### config.mk
export PLATFORM = sky130hd
export DESIGN_NAME = sim_harness_ctrl
export DESIGN_NICKNAME = d
export VERILOG_FILES = /design/src/rtl/sim_harness_pkg.sv /design/src/rtl/byte_fifo.sv /design/src/rtl/sim_harness_ctrl.sv
export SDC_FILE = /design/constraint.sdc
export NUM_CORES = 1
export LEC_CHECK = 0
export ABC_AREA = 1
export CELL_PAD_IN_SITES_DETAIL_PLACEMENT = 2
export CELL_PAD_IN_SITES_GLOBAL_PLACEMENT = 2
export CORE_ASPECT_RATIO = 0.8
export CORE_MARGIN = 2
export CORE_UTILIZATION = 30
export CTS_CLUSTER_DIAMETER = 200
export CTS_CLUSTER_SIZE = 16
export DETAILED_ROUTE_END_ITERATION = 8
export PLACE_DENSITY = 0.88
export SLEW_MARGIN = 20
export SYNTH_ARGS = -nofsm -noshare
export SYNTH_HDL_FRONTEND = slang
export SYNTH_SLANG_ARGS = --single-unit
export TNS_END_PERCENT = 5
### constraint.sdc
create_clock -name clk -period 6.8 [get_ports clk]
set_clock_uncertainty 0.05 [all_clocks]
set_input_delay 0.68 -clock clk [delete_from_list [all_inputs] [get_ports clk]]
set_output_delay 0.68 -clock clk [all_outputs]
set_load 0.01 [all_outputs]
### src/rtl/sim_harness_pkg.sv
// sim_harness_pkg: shared state encoding and constants for the simulation harness controller
package sim_harness_pkg;
    typedef enum logic [2:0] {ST_HOLD, ST_RUN, ST_PASS, ST_FAIL, ST_TIMEOUT} state_e;
    localparam logic [2:0] WR_NONE = 3'b000;
    localparam int PASS_SIGNATURE = 1;
    function automatic logic is_terminal(state_e s);
        return s inside {ST_PASS, ST_FAIL, ST_TIMEOUT};
    endfunction
endpackage

### src/rtl/byte_fifo.sv
// byte_fifo: DEPTH-entry 8-bit synchronous FIFO
//   clk/rst      : clock, asynchronous active-low reset
//   push_i/data_i: write side; a push while full is dropped unless paired with a pop
//   pop_i/data_o : read side; data_o always shows the head entry
//   full_o/empty_o: occupancy status
module byte_fifo #(
    parameter int DEPTH = 8
) (
    input  logic       clk,
    input  logic       rst,
    input  logic       push_i,
    input  logic       pop_i,
    input  logic [7:0] data_i,
    output logic [7:0] data_o,
    output logic       full_o,
    output logic       empty_o
);
    localparam int PW = $clog2(DEPTH);
    logic [7:0]    mem_q [DEPTH];
    logic [PW-1:0] wr_q, rd_q;
    logic [PW:0]   cnt_q;
    logic          do_push, do_pop;
    assign empty_o = cnt_q == '0;
    assign full_o  = cnt_q == (PW+1)'(DEPTH);
    assign do_pop  = pop_i && !empty_o;
    assign do_push = push_i && (!full_o || do_pop);
    assign data_o  = mem_q[rd_q];
    // Pointers are PW bits wide, so they wrap modulo DEPTH on their own.
    always_ff @(posedge clk or negedge rst) begin
        if (!rst) begin
            wr_q  <= '0;
            rd_q  <= '0;
            cnt_q <= '0;
        end else begin
            wr_q  <= wr_q + PW'(do_push);
            rd_q  <= rd_q + PW'(do_pop);
            cnt_q <= cnt_q + (PW+1)'(do_push) - (PW+1)'(do_pop);
        end
    end
    always_ff @(posedge clk) begin
        if (do_push) mem_q[wr_q] <= data_i;
    end
endmodule

### src/rtl/sim_harness_ctrl.sv
// sim_harness_ctrl: CPU reset sequencing, tohost/console snooping and watchdog for CPU benches
//   clk, rst (async, active-low)       : clock and reset
//   cpu_rst                            : active-high reset to the CPU, released RST_CYCLES after rst
//   dm_addr/dm_din/dm_wr_ctrl          : snooped data-memory write bus
//   con_valid/con_data/con_ready       : console byte stream to the bench
//   con_overflow                       : sticky, a console byte was dropped
//   done/pass/timeout/exit_code        : registered end-of-run status
//   cycle_count                        : RUN cycles elapsed (saturating)
module sim_harness_ctrl
    import sim_harness_pkg::*;
#(
    parameter int            AW           = 64,
    parameter int            DW           = 64,
    parameter logic [AW-1:0] TOHOST_ADDR  = AW'(64'h0000_1000),
    parameter logic [AW-1:0] CONSOLE_ADDR = AW'(64'h0000_1008),
    parameter int            RST_CYCLES   = 2,
    parameter int            TIMEOUT      = 100,
    parameter int            CW           = 32,
    parameter int            FIFO_DEPTH   = 8
) (
    input  logic          clk,
    input  logic          rst,
    output logic          cpu_rst,
    input  logic [AW-1:0] dm_addr,
    input  logic [DW-1:0] dm_din,
    input  logic [2:0]    dm_wr_ctrl,
    output logic          con_valid,
    output logic [7:0]    con_data,
    input  logic          con_ready,
    output logic          con_overflow,
    output logic          done,
    output logic          pass,
    output logic          timeout,
    output logic [DW-1:0] exit_code,
    output logic [CW-1:0] cycle_count
);
    localparam int HW = $clog2(RST_CYCLES) + 1;
    state_e        state_q, state_d;
    logic [HW-1:0] hold_q, hold_d;
    logic [CW-1:0] cyc_q, cyc_d;
    logic [DW-1:0] exit_q, exit_d;
    logic          cpu_rst_q, cpu_rst_d, pass_q, pass_d, timeout_q, timeout_d;
    logic          done_q, done_d, ovf_q, ovf_d;
    logic          wr, tohost_end, con_push, con_pop, fifo_full, fifo_empty;
    assign wr         = dm_wr_ctrl != WR_NONE;
    // A zero written to tohost is not an exit signature and is ignored.
    assign tohost_end = wr && dm_addr == TOHOST_ADDR && dm_din != '0;
    assign con_push   = state_q == ST_RUN && wr && dm_addr == CONSOLE_ADDR;
    assign con_valid  = !fifo_empty;
    assign con_pop    = con_valid && con_ready;
    byte_fifo #(.DEPTH(FIFO_DEPTH)) u_fifo (
        .clk    (clk),
        .rst    (rst),
        .push_i (con_push),
        .pop_i  (con_pop),
        .data_i (dm_din[7:0]),
        .data_o (con_data),
        .full_o (fifo_full),
        .empty_o(fifo_empty)
    );
    always_comb begin
        state_d   = state_q;
        hold_d    = hold_q;
        cpu_rst_d = cpu_rst_q;
        cyc_d     = cyc_q;
        exit_d    = exit_q;
        pass_d    = pass_q;
        timeout_d = timeout_q;
        if (state_q == ST_HOLD) begin
            hold_d = hold_q + 1'b1;
            if (hold_q == HW'(RST_CYCLES - 1)) begin
                state_d   = ST_RUN;
                cpu_rst_d = 1'b0;
            end
        end else if (state_q == ST_RUN) begin
            cyc_d = &cyc_q ? cyc_q : cyc_q + 1'b1;
            // A tohost end on the watchdog cycle takes priority over the timeout.
            if (tohost_end) begin
                exit_d  = dm_din >> 1;
                pass_d  = dm_din == DW'(PASS_SIGNATURE);
                state_d = pass_d ? ST_PASS : ST_FAIL;
            end else if (cyc_q == CW'(TIMEOUT - 1)) begin
                state_d   = ST_TIMEOUT;
                timeout_d = 1'b1;
            end
        end
        ovf_d  = ovf_q || (con_push && fifo_full && !con_pop);
        // A byte pushed on this edge keeps the FIFO non-empty, so done must wait for it.
        done_d = is_terminal(state_d) && fifo_empty && !con_push;
    end
    always_ff @(posedge clk or negedge rst) begin
        if (!rst) begin
            state_q   <= ST_HOLD;
            hold_q    <= '0;
            cpu_rst_q <= 1'b1;
            cyc_q     <= '0;
            exit_q    <= '0;
            pass_q    <= 1'b0;
            timeout_q <= 1'b0;
            done_q    <= 1'b0;
            ovf_q     <= 1'b0;
        end else begin
            state_q   <= state_d;
            hold_q    <= hold_d;
            cpu_rst_q <= cpu_rst_d;
            cyc_q     <= cyc_d;
            exit_q    <= exit_d;
            pass_q    <= pass_d;
            timeout_q <= timeout_d;
            done_q    <= done_d;
            ovf_q     <= ovf_d;
        end
    end
    assign cpu_rst      = cpu_rst_q;
    assign cycle_count  = cyc_q;
    assign exit_code    = exit_q;
    assign pass         = pass_q;
    assign timeout      = timeout_q;
    assign done         = done_q;
    assign con_overflow = ovf_q;
endmodule

==> flow_summary.ini <==
[run_status]
status = finished clean

[power_and_ir_drop]
p_leak_nw = 5.02
ir_drop_v = 0.000217
power_density_mw_per_mm2 = 237
p_total_mw = 2.77

[drt]
drtIter0Drc = 386
wl_per_cell_um = 19.6
wirelength_um = 30700
post-route-drc-count = 0
viasPerCell = 4.80
via_count = 7533
detail-route-antenna-nets = 0
first_pass_iters = 4

[cts]
ctsHoldBuffers = 0
cts_buffers = 17
cts.sinks = 179
htree_levels = 4
cts_tree = built
cts_resized = 0
cts_root_buf = clkbuf_16
cts_setup_buffers = 0
clk_latency_ns = 0.45
clk_pin_slew_ns = 0.07
clk_path_buf_depth = 2

[synthesis]
syn_area_mm2 = 0.00842
synth_edf_count = 64
synth-warning-count = 0
synth_area_leaders = dfrtp_1 (34%), edfxtp_1 (23%), nor2_1 (15%)
netlist.area_leader.share_pct = 33.9
yosysTopAreaCell = dfrtp_1
synth_nets = 1101
synth_seq_area_share_pct = 57.0
synth-seq-cells = 179
syn_inst = 954
syn_area_per_cell_um2 = 8.83
ys_types = 34
synthFlopType = dfrtp_1
synthArstFlopShare_pct = 64.2

[layout]
nFillCells = 3035
synthToLayoutAreaGrowth_pct = 39.0
final_nets = 1339
drive_above_1_share_pct = 4.56
final_cell_mix = nor2_1 (329), clkdlybuf4s50_1 (241), nand2_1 (115), dfrtp_1 (114), inv_1 (92)
n_antenna_cell = 0
fin_cells = 1569
final_common_cell = nor2_1
stdcell_area_mm2 = 0.0117

[global_route]
antenna_found_initial = 0
overflow = 0
grt_max_degree = 86
grt_usage_pct = 21.4
grt_pass1_vias = 8405
grt_pass1_wl_um = 48000

[timing]
period_needed_ns = 3.77
fin_crit_sh_pct = 55.5
hold_violations = 0
max-slew-margin-rel_pct = 30.5
tns_ns = 0
setup_violations = 0
drv_slew = 0
fmax_mhz = 265
whs_ns = 0.211
rsz0062_at_grt = no
tightest_slew_ns = 1.04

[setup_path]
required_ns = 6.07
crit_fanout = 18
cp_top_family = buffers and inverters
r2r_slack_ns = 3.45
slowest_delay_ns = 0.66
rr_worst_depth = 7
cp_slowest_cell = dfrtp_1
crit_arrival_ns = 3.04
critPathLaunchType = register
crit_chain = inv_1 > o21ai_0 > o22ai_1 > nor2_1 > a31oi_1 > clkdlybuf4s50_1
r2r_start = state_q[2]
worst-path-buf-inv = 2
worstSetupPathType = register to output port
endpoint_kind = output port
rr_endpoint = u_fifo.mem_q[4][3]

[place]
portBuffers = 242
gp_congestion = 0.795
dp_hpwl_um = 22800
placed_cells = 1537
place_area_mm2 = 0.0111

[die]
fp.dieW_um = 191
core_mm2 = 0.0274
row_count = 54
dieArea_mm2 = 0.0294
start_util_pct = 30.7
die_y_um = 154
ios = 244

[run]
maxCapViolCount = 0

[min_path]
hp-class = primary input to async pin
[synth_stat cells, drive strengths merged (9+ instances only)]
cell / instances
nand4: 13
buf: 17
o21ai: 39
nor4: 9
nor2: 332
a21oi: 21
nand3: 35
nand2: 115
clkbuf: 9
nor3: 19
inv: 95
dfrtp: 114
edfxtp: 64
xor2: 31
ha: 12
[per-stage QoR]
step | utilization (%) | worst slack (ns)
after detailed placement | 40.6 | 2.75
after CTS | 42.6 | 2.99
after global placement | 40.6 | 3.02
after global routing | 42.7 | 2.80
final | 42.7 | 3.03
after floorplan | - | 4.30
[worst max path at each step]
stage / slack, ns / cells past startpoint / to / start
after floorplan: 4.30 / 7 / u_fifo.mem_q[0][0] / dm_addr[39]
after global placement: 3.02 / 8 / u_fifo.mem_q[5][5] / dm_addr[49]
after detailed placement: 2.75 / 8 / u_fifo.mem_q[5][5] / dm_addr[37]
after CTS: 2.99 / 5 / con_data[3] / u_fifo.rd_q[1]
after global routing: 2.80 / 6 / con_data[3] / u_fifo.rd_q[1]
final: 3.03 / 6 / con_data[3] / u_fifo.rd_q[1]
[routing by layer]
metal  GRT usage [%]  up-vias  share of wire (%)
li1                -     3520                  -
met4            5.97        0                1.6
met1            26.9     3757                 43
met5               0        -                  0
met2            37.2      230                 50
met3            4.52       26                5.5
[flip-flops by register name, summed over array words and instances (netlist names), 2 cells and up]
name and cells:
state_q 3, u_fifo.cnt_q 4, cycle_count 32, u_fifo.rd_q 3
u_fifo.mem_q 64, hold_q 2, u_fifo.wr_q 3, exit_code 63
[logic make-up after synthesis]
| group | synth area share [%] |
|---|---|
| and+or+nand+nor | 25.7 |
| adders and majority gates | 2.02 |
| buffers and inverters | 6.30 |
| other | 0.0445 |
| DFF | 57.0 |
| xor gates and xnor gates | 3.74 |
| AOI/OAI and AO/OA | 5.20 |
[cell type report]
type                    instances  area (um^2)  share of cell area, %
inverters                      95          357                   3.05
well taps                     364          455                   3.89
flip-flops and latches        179         4800                   41.0
clock buffers                  19          443                   3.79
clock inverters                13          113                  0.962
repair buffers                245         2440                   20.9
multi-input cells             654         3090                   26.4
[worst register-to-register path, cell delays in order, from the launching register on]
cell and delay, ns:
dfrtp_1 0.39, nor2_1 0.17, inv_1 0.10, nor2_2 0.27
nand4_1 0.27, nor4b_2 0.66, nand2_1 0.22, nor2_1 0.84
[power breakdown]
| group | switching [mW] | internal (mW) | total [mW] | leakage, nW |
|---|---|---|---|---|
| sequential | 0.0341 | 1.14 | 1.17 | 2.14 |
| clock | 0.481 | 0.494 | 0.974 | 0.282 |
| combinational | 0.350 | 0.272 | 0.622 | 2.59 |
(Power assumes the default switching activity.)
